===== src/rtl/fifo_rr_wr_arbiter_pkg.sv =====
// Shared types and constants for the round-robin FIFO write arbiter.
// The round-robin picker wraps by binary overflow, so NCH must stay a power of two.
package fifo_rr_wr_arbiter_pkg;

    localparam int NCH         = 4;
    localparam int DW          = 8;
    localparam int FIFO_DEPTH  = 64;
    localparam int FIFO_THRESH = 32;
    localparam int IDX_W       = $clog2(NCH);
    localparam int CNT_W       = 5;

    typedef enum logic {
        IDLE  = 1'b0,
        BURST = 1'b1
    } state_e;

    typedef logic [IDX_W-1:0] ch_idx_t;

endpackage


===== src/rtl/fifo_rr_wr_arbiter_rr_pick.sv =====
// Combinational round-robin selector: first set bit of elig_i after pivot_i, with wrap.
module fifo_rr_wr_arbiter_rr_pick
    import fifo_rr_wr_arbiter_pkg::*;
(
    input  logic [NCH-1:0] elig_i,
    input  ch_idx_t        pivot_i,
    output ch_idx_t        idx_o,
    output logic           valid_o
);

    ch_idx_t cand;

    // Scan from the farthest offset down so the nearest candidate after the pivot wins.
    always_comb begin
        idx_o   = '0;
        valid_o = 1'b0;
        cand    = '0;
        for (int k = NCH; k >= 1; k--) begin
            cand = pivot_i + IDX_W'(k);
            if (elig_i[cand]) begin
                idx_o   = cand;
                valid_o = 1'b1;
            end
        end
    end

endmodule


===== src/rtl/fifo_rr_wr_arbiter.sv =====
// Round-robin write arbiter: four producers share one FIFO write port in bounded bursts,
// with low-priority channels held off while the FIFO is at or above half full.
module fifo_rr_wr_arbiter
    import fifo_rr_wr_arbiter_pkg::*;
#(
    parameter int             MAX_BURST  = 8,
    parameter logic [NCH-1:0] HIPRI_MASK = 4'b0001
) (
    input  logic              clk,
    input  logic              rst,
    input  logic [NCH-1:0]    req,
    input  logic [NCH*DW-1:0] req_data,
    input  logic [NCH-1:0]    req_last,
    output logic [NCH-1:0]    gnt,
    output logic              fifo_wr_en,
    output logic [DW-1:0]     fifo_buf_in,
    input  logic              fifo_buf_full,
    input  logic              fifo_threshold,
    input  logic              fifo_overflow,
    output logic [IDX_W-1:0]  owner,
    output logic              busy,
    output logic              err_ovf
);

    localparam logic [CNT_W-1:0] LAST_BEAT = CNT_W'(MAX_BURST - 1);

    state_e             state_q, state_d;
    ch_idx_t            owner_q, owner_d;
    logic [CNT_W-1:0]   beat_cnt_q, beat_cnt_d;
    logic               busy_q;
    logic               err_ovf_q;

    logic [NCH-1:0]     elig;
    ch_idx_t            pick_idx;
    logic               pick_valid;
    logic               beat_ok;

    assign elig = fifo_threshold ? (req & HIPRI_MASK) : req;

    fifo_rr_wr_arbiter_rr_pick u_pick (
        .elig_i  (elig),
        .pivot_i (owner_q),
        .idx_o   (pick_idx),
        .valid_o (pick_valid)
    );

    // Reset gating keeps a burst that is being aborted from writing in the reset cycle.
    assign beat_ok     = (state_q == BURST) && req[owner_q] && !fifo_buf_full && !rst;
    assign fifo_wr_en  = beat_ok;
    assign fifo_buf_in = beat_ok ? req_data[owner_q*DW +: DW] : '0;

    generate
        for (genvar gi = 0; gi < NCH; gi++) begin : g_gnt
            assign gnt[gi] = beat_ok && (owner_q == IDX_W'(gi));
        end
    endgenerate

    always_comb begin
        state_d    = state_q;
        owner_d    = owner_q;
        beat_cnt_d = beat_cnt_q;
        case (state_q)
            IDLE: begin
                if (pick_valid) begin
                    state_d    = BURST;
                    owner_d    = pick_idx;
                    beat_cnt_d = '0;
                end
            end
            BURST: begin
                if (!req[owner_q]) begin
                    state_d = IDLE;
                end else if (beat_ok) begin
                    beat_cnt_d = beat_cnt_q + 1'b1;
                    if (req_last[owner_q] || (beat_cnt_q == LAST_BEAT)) begin
                        state_d = IDLE;
                    end
                end
            end
            default: state_d = IDLE;
        endcase
    end

    always_ff @(posedge clk) begin
        if (rst) begin
            state_q    <= IDLE;
            owner_q    <= IDX_W'(NCH - 1);
            beat_cnt_q <= '0;
            busy_q     <= 1'b0;
            err_ovf_q  <= 1'b0;
        end else begin
            state_q    <= state_d;
            owner_q    <= owner_d;
            beat_cnt_q <= beat_cnt_d;
            busy_q     <= (state_d == BURST);
            err_ovf_q  <= err_ovf_q | fifo_overflow;
        end
    end

    assign owner   = owner_q;
    assign busy    = busy_q;
    assign err_ovf = err_ovf_q;

endmodule


===== config.mk =====
export PLATFORM = sky130hd
export DESIGN_NAME = fifo_rr_wr_arbiter
export DESIGN_NICKNAME = d
export VERILOG_FILES = /design/src/rtl/fifo_rr_wr_arbiter_pkg.sv /design/src/rtl/fifo_rr_wr_arbiter_rr_pick.sv /design/src/rtl/fifo_rr_wr_arbiter.sv
export SDC_FILE = /design/constraint.sdc
export NUM_CORES = 1
export LEC_CHECK = 0
export CAP_MARGIN = 10
export CORE_ASPECT_RATIO = 0.8
export CORE_UTILIZATION = 33
export CTS_CLUSTER_DIAMETER = 80
export DETAILED_ROUTE_END_ITERATION = 6
export PLACE_DENSITY = 0.77
export SETUP_SLACK_MARGIN = 0.4
export SLEW_MARGIN = 20
export SYNTH_ARGS = -nofsm -noshare
export SYNTH_HDL_FRONTEND = slang
export SYNTH_SLANG_ARGS = --single-unit

===== constraint.sdc =====
create_clock -name clk -period 2.6 [get_ports clk]
set_input_delay 0.39 -clock clk [delete_from_list [all_inputs] [get_ports clk]]
set_output_delay 0.39 -clock clk [all_outputs]
set_load 0.01 [all_outputs]

==> flow_summary.json <==
{
  "relSlewSlack": 0.780,
  "syn-instance-count": 102,
  "drc_errors": 0,
  "cellPowerDensity_nw_per_um2": 470,
  "p_seq_frac": 0.214,
  "worstPathRequired_ns": 2.21,
  "dpl-instance-area_um2": 1670,
  "cts_tree": "built",
  "gr-usage-met3": 0.0545,
  "syn_area_um2": 968,
  "grt_pass1_wl_um": 5350,
  "fp.coreArea_um2": 2770,
  "cts_buffer_depth": 2,
  "critPathCaptureType": "primary output",
  "async_flop_share": 0,
  "die_area_um2": 3160,
  "syn_to_final_growth_pct": 86.2,
  "yosys.area_share.adder": 0.0646,
  "wl_per_cell_um": 14.7,
  "clock-sinks": 9,
  "overflow": 0,
  "place_congestion": 0.863,
  "critPathLaunchType": "flop",
  "fmax_ghz": 0.460,
  "holdBufCountCts": 0,
  "switching_share": 0.351,
  "arrival_ns": 1.78,
  "ant_nets": 0,
  "synth.distinct_cells": 35,
  "drive_above_1_share": 0.344,
  "p_leak_nw": 0.795,
  "routed_via_density": 5.06,
  "grtUsageMet2": 0.402,
  "yosys_warnings": 0,
  "vias": 1104,
  "fillers": 232,
  "maxSlewViolCount": 0,
  "yosys.area_share.simple": 0.289,
  "ys.flop_type": "dfxtp_1",
  "skew_ns": 0.000719,
  "ir_drop_uv": 327,
  "synth_top_family_by_area": "simple AND/OR/NAND/NOR gates",
  "pwr-share-clk": 0.132,
  "stdcell_area_um2": 1800,
  "die_w_um": 62.6,
  "path_max_fanout": 7,
  "busiest_layer": "met2",
  "drt_pass1_iterations": 4,
  "start_util": 0.350,
  "antenna_found_initial": 0,
  "io_buffers": 61,
  "muxShareOfSynthArea": 0.286,
  "grt_pass1_vias": 1172,
  "grt.met1_usage": 0.264,
  "antennaDiodeCount": 0,
  "cts-root-buf": "clkbuf_4",
  "yosysSeqAreaShare": 0.186,
  "avgSynthCellArea_um2": 9.49,
  "routed_wl_um": 3200,
  "htreeDepth": 1,
  "grt_usage": 0.219,
  "ys_top_cells_by_area": "mux4_2 23%, dfxtp_1 19%, and2_1 7.8%, ha_1 6.5%, nor2_1 5.0%",
  "synth_nets": 152,
  "period_needed_ns": 2.17,
  "clk_pin_slew_worst_paths_ns": 0.06,
  "insertion_delay_ns": 0.26,
  "whs_ns": 0.481,
  "pin_count": 62,
  "hold_viol_final": 0,
  "dp_cells": 205,
  "yosys.area.top_type_share": 0.233,
  "synth.most_common_cell": "nor2_1",
  "setup_viol": 0,
  "grt_max_degree": 12,
  "tightest_slew_ns": 0.328,
  "final_cells": 218,
  "ys_seq_elements": 9,
  "p_comb_frac": 0.655,
  "synth_area_leader_cell": "mux4_2",
  "regToRegSetupSlack_ns": 0.50,
  "final_nets": 231,
  "numCtsBuffers": 3,
  "drv_cap": 0,
  "status": "completed",
  "die_height_um": 50.5,
  "synth_xor_area_frac": 0.0181,
  "hold_path_class": "reg -> reg",
  "synth_compound_area_frac": 0.0917,
  "rsz0062_at_grt": "true",
  "row_count": 17,
  "drt_iter0_drc": 28,
  "min_period_over_period": 0.836,
  "synth_edf_count": 0,
  "internal_power_w": 0.000551,
  "netSwitchingPower_w": 0.000297,
  "setup_tns_ns": 0,
  "synthTopCellsByCount": "13 x nor2_1, 12 x and2_1, 10 x mux4_2, 9 x dfxtp_1",
  "path_class": "reg -> out",
  "dp_hpwl_um": 2380
}
path summary, 6_finish.rpt:
path | start | end | cells past startpoint
max | owner[0] | fifo_buf_in[4] | 5
min | err_ovf | err_ovf | 2
max reg2reg | owner[0] | owner[0] | 7
min reg2reg | err_ovf | err_ovf | 2
power by group through the flow:
stage | Sequential, W | Clock [W] | Combinational (W)
after global placement | 0.000202 | 0 | 0.000468
final | 0.000181 | 0.000112 | 0.000555
after floorplan | 0.000181 | 0 | 0.000334
after global routing | 0.000186 | 0.000122 | 0.000603
after CTS | 0.000181 | 0.000114 | 0.000538
after detailed placement | 0.000204 | 0 | 0.000477
metal layers:
layer / vias up / wire length [um]
li1: 538 / -
met1: 508 / 1380
met2: 58 / 1590
met3: 0 / 223
met4: 0 / 0
met5: - / 0
worst max-delay path: stages, from the launching register on:
cell	delay, ns
dfxtp_4	0.35
mux4_2	0.55
buf_6	0.15
and3_4	0.20
and2_1	0.13
buf_2	0.13
state kept, by name, summed over array words and instances, names as in the netlist:
register    count
owner           2
err_ovf         1
busy            1
beat_cnt_q      5
cell usage in the layout, fill, tap and decap left out, drive strengths merged:
cell,n
or4b,1
o211ai,1
mux2,1
nor3,6
a21bo,1
o311a,1
xor2,2
or2,1
mux4,10
o31ai,1
nand4b,1
nor2,13
a32o,1
inv,5
nand2b,2
buf,32
a221oi,1
and3,4
a31oi,1
o21ai,2
ha,5
nor3b,1
dlygate4sd2,4
dfxtp,9
nand4,2
nor4,1
nand3b,2
a21oi,2
and2,12
o221ai,1
mux2i,4
clkbuf,4
nor2b,2
clkdlybuf4s50,44
cell families (layout without fill, tap and decap cells):
group / Yosys count / after routing
AO/OA/AOI/OAI: 12 / 12
XOR/XNOR: 2 / 2
adder cells (fa/ha/maj): 5 / 5
buffers and inverters: 12 / 89
flip-flops: 9 / 9
multiplexers: 15 / 15
AND/OR/NAND/NOR: 47 / 48
cell type report:
class	instances	area, um2	area share
Sequential cell	9	185	0.103
Clock buffer	4	26.3	0.0146
Tap cell	38	47.5	0.0264
Timing Repair Buffer	80	763	0.423
Multi-Input combinational cell	82	762	0.423
Inverter	5	18.8	0.0104
what timing repair did:
item                                    CTS  global route
gates resized for setup                  59            23
buffers inserted                          7             1
endpoints found under the setup margin   14            13
pin swaps                                 0             4
gates cloned                              1             0
per-stage QoR:
step / power, W / setup WS, ns / utilization
5_1_grt: 0.000911 / 0.378 / 0.652
3_3_place_gp: 0.000670 / 0.0581 / 0.603
4_1_cts: 0.000833 / 0.418 / 0.613
3_5_place_dp: 0.000681 / 0.0168 / 0.603
2_1_floorplan: 0.000515 / 0.412 / -
6_report: 0.000848 / 0.427 / 0.652
Power figures use the tool's default switching activity.
